### config.mk
export PLATFORM = sky130hd
export DESIGN_NAME = lfsr_rr_server
export DESIGN_NICKNAME = d
export VERILOG_FILES = /design/src/rtl/lfsr_rr_server.sv
export SDC_FILE = /design/constraint.sdc
export NUM_CORES = 1
export LEC_CHECK = 0
export CAP_MARGIN = 20
export CELL_PAD_IN_SITES_DETAIL_PLACEMENT = 1
export CELL_PAD_IN_SITES_GLOBAL_PLACEMENT = 1
export CORE_MARGIN = 3
export CORE_UTILIZATION = 36
export CTS_CLUSTER_SIZE = 16
export DETAILED_ROUTE_END_ITERATION = 10
export MAX_ROUTING_LAYER = met4
export PLACE_DENSITY_LB_ADDON = 0.1
export SLEW_MARGIN = 20
export SYNTH_ARGS = -nofsm -noshare
export SYNTH_HDL_FRONTEND = slang
export SYNTH_SLANG_ARGS = --single-unit
### constraint.sdc
create_clock -name clk_i -period 2.47 [get_ports clk_i]
set_input_delay 0.247 -clock clk_i [delete_from_list [all_inputs] [get_ports clk_i]]
set_output_delay 0.247 -clock clk_i [all_outputs]
set_load 0.05 [all_outputs]
### src/rtl/lfsr_rr_server.sv
// Round-robin server that hands out 4-bit Fibonacci LFSR values, one grant per cycle.
// Optional build macro LFSR_SRV_STATS_EN adds a saturating SERVE-cycle counter on grant_cnt_o.
module lfsr_rr_server #(
  parameter int         NREQ = 4,
  parameter logic [3:0] SEED = 4'hF
) (
  input  logic            clk_i,
  input  logic            rst_i,
  input  logic            enable_i,
  input  logic [NREQ-1:0] req_i,
  input  logic            seed_ld_i,
  input  logic [3:0]      seed_i,
  output logic [NREQ-1:0] gnt_o,
  output logic            valid_o,
  output logic [3:0]      data_o,
`ifdef LFSR_SRV_STATS_EN
  output logic [7:0]      grant_cnt_o,
`endif
  output logic            dbg_state_o
);

  localparam int PW = (NREQ > 1) ? $clog2(NREQ) : 1;

  // Handshake: valid_o is high exactly in SERVE cycles; gnt_o names the one
  // requester served and data_o carries its value. There is no ready -- a
  // requester must accept in the cycle valid_o is high.
  typedef enum logic {
    IDLE  = 1'b0,
    SERVE = 1'b1
  } state_e;

  state_e          state_q, state_d;
  logic [NREQ-1:0] gnt_q, gnt_d;
  logic [3:0]      data_q, data_d;
  logic [3:0]      lfsr_q, lfsr_d;
  logic [PW-1:0]   ptr_q, ptr_d;
  logic [NREQ-1:0] eligible;
  logic            pick_vld;
  logic [PW-1:0]   pick_idx;

  function automatic logic [PW-1:0] wrap_add(input int base, input int off);
    int s;
    s = base + off;
    if (s >= NREQ) s = s - NREQ;
    return PW'(s);
  endfunction

  // Whoever holds the grant this cycle sits out the next arbitration.
  always_comb begin
    eligible = req_i & ~gnt_q;
    pick_vld = 1'b0;
    pick_idx = '0;
    for (int i = 0; i < NREQ; i++) begin
      if (!pick_vld && eligible[wrap_add(int'(ptr_q), i)]) begin
        pick_vld = 1'b1;
        pick_idx = wrap_add(int'(ptr_q), i);
      end
    end
  end

  // State register
  always_ff @(posedge clk_i) begin
    if (rst_i) begin
      state_q <= IDLE;
      gnt_q   <= '0;
      data_q  <= 4'h0;
      lfsr_q  <= SEED;
      ptr_q   <= '0;
    end else begin
      state_q <= state_d;
      gnt_q   <= gnt_d;
      data_q  <= data_d;
      lfsr_q  <= lfsr_d;
      ptr_q   <= ptr_d;
    end
  end

  // Next-state logic
  always_comb begin
    state_d = IDLE;
    case (state_q)
      IDLE:    state_d = (enable_i && pick_vld) ? SERVE : IDLE;
      SERVE:   state_d = (enable_i && pick_vld) ? SERVE : IDLE;
      default: state_d = IDLE;
    endcase
  end

  // Output / datapath logic. The LFSR steps at the end of every SERVE cycle;
  // a reseed overrides that step, and a zero seed falls back to SEED.
  always_comb begin
    lfsr_d = lfsr_q;
    if (seed_ld_i)
      lfsr_d = (seed_i == 4'h0) ? SEED : seed_i;
    else if (state_q == SERVE)
      lfsr_d = {lfsr_q[2:0], lfsr_q[3] ^ lfsr_q[2]};

    gnt_d  = '0;
    ptr_d  = ptr_q;
    data_d = data_q;
    if (state_d == SERVE) begin
      gnt_d[pick_idx] = 1'b1;
      ptr_d           = wrap_add(int'(pick_idx), 1);
      data_d          = lfsr_d;
    end
  end

  assign gnt_o       = gnt_q;
  assign valid_o     = (state_q == SERVE);
  assign data_o      = data_q;
  assign dbg_state_o = state_q;

`ifdef LFSR_SRV_STATS_EN
  logic [7:0] cnt_q;

  always_ff @(posedge clk_i) begin
    if (rst_i)
      cnt_q <= 8'h00;
    else if (state_q == SERVE && cnt_q != 8'hFF)
      cnt_q <= cnt_q + 8'h01;
  end

  assign grant_cnt_o = cnt_q;
`endif

endmodule

==> summary by stage <==
Clock tree
The CTS tree is yes. CTS placed an instance of sky130_fd_sc_hd__clkbuf_4 at the clock tree root. The number of clock buffers added by TritonCTS is 3. The number of setup buffers added after CTS is 0. Hold repair after CTS inserted 0 buffers. The post-cts gate resize count is 0. No sink is reached through more buffers than the 2 on the longest clock path.

Clock-pin slew was measured on the worst setup and hold paths at 0.09 ns. In this run the number of H-tree levels came out at 1. At the later pin of the worst-skew pair, clock insertion delay measures 0.28 ns. The TritonCTS sink count is 15.

Yosys
In the post-synthesis netlist, the biggest area contributors are sky130_fd_sc_hd__dfxtp_1, sky130_fd_sc_hd__mux2_1, sky130_fd_sc_hd__nand2b_1. The share of synthesized area in the top cell type comes to 0.388. The number of synthesized register bits is 15. The mean instance size in the synthesized netlist is 9.22 µm². When the netlist entered floorplanning its net count stood at 97. The count of synthesis-stage warnings from yosys is 0. Summing every instance area after synthesis gives 774 µm².

The biggest area contributor in the post-synthesis netlist is sky130_fd_sc_hd__dfxtp_1. The number of different library cells used by synthesis comes to 33. After technology mapping, the gate count stands at 84. The post-synthesis sequential area ratio is 0.388.

Timing
Hold timing on the final database bottoms out at a slack of 0.529 ns. The post-route fraction of the period consumed by the critical path is 0.741. Based on the critical path, the design can be clocked at up to 546 MHz. The hold violation total from the final report came to 0. The clock tree skew after final layout is 0.000823 ns. The tightest slew margin relative to the limit is 0.668.

After layout, the minimum clock period comes to 1.83 ns. The transition time at the pin with the least slew margin is 0.497 ns. The max-slew violation count is 0. Setup repair after global routing left no endpoint under its margin. The setup TNS is 0 ns. Setup violations remaining at the end of the flow were counted as 0.

Worst setup path
Counting both buffers and inverters, the worst setup path holds a total of 1. The largest individual stage delay along the critical path comes from the cell sky130_fd_sc_hd__clkdlybuf4s50_1. In this run the worst path has a maximum fanout of 7.

The flop-to-flop setup slack is 0.92 ns. The critical path's top delay family is buffers and inverters. The critical path arrival is 1.58 ns.

The nature of the critical path startpoint is a flip-flop. The critical path starts at dbg_state_o. Walking the worst path, the cells encountered are clkdlybuf4s50_1. The required arrival time at the worst endpoint is 2.22 ns. The critical path is of the flip-flop to output pin type. On the worst path, the slowest cell contributes a delay of 0.85 ns. The kind of end point of the critical path is an output pin. The start of the worst register-to-register path is gnt_o[0].

Layout
The post-route non-filler standard cell count is 134. In the layout the commonest cells are sky130_fd_sc_hd__clkdlybuf4s50_1, sky130_fd_sc_hd__dfxtp_1, sky130_fd_sc_hd__inv_1. 0 antenna diodes ended up in the layout. The finished cells cover 1030 µm². The most common library cell in the layout ignoring fill and taps is sky130_fd_sc_hd__clkdlybuf4s50_1. The area growth from synthesis to layout is 33.0%. The number of nets in the layout is 121. The layout cell share with drive strength beyond 1 is 0.121.

Detailed routing
The sum of routed wire length over all layers is 1650 µm. The number of DRC markers after the initial detailed-route iteration is 5. After detailed routing, the number of remaining DRC violations is 0. The routed layout has 657 vias. After detailed routing, the average wire length per cell comes to 12.3 µm.

The per-cell via count in the routed design is 4.90. Once detail routing completed, the nets flagged for antenna violations numbered 0. Before antenna repair, the detailed router went through 2 iterations.

Global routing
The first-pass GRT wire length is 2930 µm. The largest net degree at the start of global routing is 12. The via count of the first global-routing pass is 666. The initial antenna violation count came to 0. The overall fraction of global-route tracks in use is 0.147. For this run the aggregate overflow at the end of global routing stands at 0.

Status
The flow ran to the end, and the final reports show no timing, DRC or antenna violations.

Power and ir drop
In this run the power density over the cells is 584 nW/µm². Across the VDD grid, the largest voltage drop is 0.402 mV. The total power is 601 µW.

The leakage dissipation is 0.409 nW.

Hold path
The startpoint identified for the worst hold timing path is data_o[0]. The tightest min-delay check is of the flip-flop to flip-flop type.

Die
The starting utilization of the core area is 0.387. The standard-cell row count is 16. The horizontal extent of the die is 52.4 µm. The placeable core area is 2000 µm². The height of the die is 52.4 µm. The die area is 2740 µm². The I/O pin count is 22.

Place
The wire-length estimate of the detail-placed layout is 1360 µm. The count of buffers added on input and output ports is 21. Once placement finished, the instance area stood at 1000 µm². The final weighted congestion in routability-driven placement is 0.799. The number of cells after detailed placement is 130.

Run
Across the run, the number of max-cap violations was 0.
## sequential cells by signal, indices dropped and copies added, names as in the netlist
| register | flops |
|---|---|
| data_o | 4 |
| gnt_o | 4 |
| lfsr_q | 4 |
| ptr_q | 2 |
| dbg_state_o | 1 |
## power breakdown
group	leakage (nW)	switching (mW)	internal [mW]	total, mW
clock network	0.0177	0.0818	0.0601	0.142
registers	0.124	0.0154	0.261	0.276
logic	0.267	0.102	0.0815	0.183
## final cells by class
cell class,count,area (µm²)
inverters,9,33.8
clock inverters,1,5.00
well taps,27,33.8
clock buffers,3,22.5
repair buffers,22,218
fillers,250,972
flip-flops and latches,15,300
multi-input cells,57,417
## cells in the mapped netlist
cell type and count:
sky130_fd_sc_hd__o22ai_1 3, sky130_fd_sc_hd__ha_1 1, sky130_fd_sc_hd__nor2_1 3, sky130_fd_sc_hd__o311a_1 1, sky130_fd_sc_hd__nor2b_1 2, sky130_fd_sc_hd__and3b_1 1, sky130_fd_sc_hd__mux2i_1 3, sky130_fd_sc_hd__nand2_1 4
sky130_fd_sc_hd__a211oi_2 1, sky130_fd_sc_hd__inv_2 1, sky130_fd_sc_hd__a41oi_2 1, sky130_fd_sc_hd__and3_4 1, sky130_fd_sc_hd__mux2_1 3, sky130_fd_sc_hd__nand2b_4 2, sky130_fd_sc_hd__o311ai_1 1, sky130_fd_sc_hd__xnor2_1 1
sky130_fd_sc_hd__nor3_2 1, sky130_fd_sc_hd__and2_1 4, sky130_fd_sc_hd__nor3_1 6, sky130_fd_sc_hd__buf_4 1, sky130_fd_sc_hd__nor4b_1 1, sky130_fd_sc_hd__buf_2 1, sky130_fd_sc_hd__nand2b_1 5, sky130_fd_sc_hd__and3_1 2
sky130_fd_sc_hd__o21ai_0 3, sky130_fd_sc_hd__a2bb2oi_2 1, sky130_fd_sc_hd__nand3_1 1, sky130_fd_sc_hd__buf_6 1, sky130_fd_sc_hd__a31oi_1 1, sky130_fd_sc_hd__dfxtp_1 15, sky130_fd_sc_hd__inv_1 8, sky130_fd_sc_hd__a21oi_1 1
sky130_fd_sc_hd__o21ai_1 3
## logic make-up (layout without fill, tap and decap cells)
| logic type | after synthesis | after routing | synth area share |
|---|---|---|---|
| AND/OR/NAND/NOR | 33 | 33 | 0.270 |
| AO/OA/AOI/OAI | 16 | 16 | 0.158 |
| flip-flops | 15 | 15 | 0.388 |
| buffers and inverters | 12 | 35 | 0.0743 |
| multiplexers | 6 | 6 | 0.0824 |
| adder cells (fa/ha/maj) | 1 | 1 | 0.0162 |
| XOR/XNOR | 1 | 1 | 0.0113 |
## path summary, 6_finish.rpt
path / end / cells after the start
worst max-delay path: dbg_state_o / 1
worst min-delay path: data_o[0] / 2
worst max register to register: ptr_q[1] / 5
worst min register to register: data_o[0] / 2
## routing by layer
metal | share of wire | vias up | GRT usage
li1 | - | 338 | -
met1 | 0.50 | 306 | 0.199
met3 | 0.028 | 2 | 0.0256
met5 | 0 | - | -
met2 | 0.46 | 11 | 0.219
met4 | 0.011 | 0 | 0.0511
## per-stage QoR
step / setup WS, ns / util
after floorplan: 0.736 / -
after CTS: 0.608 / 0.514
after global routing: 0.562 / 0.514
after global placement: 0.672 / 0.501
final: 0.639 / 0.514
after detailed placement: 0.629 / 0.501
Note: power is estimated with default switching activity, not from simulation.
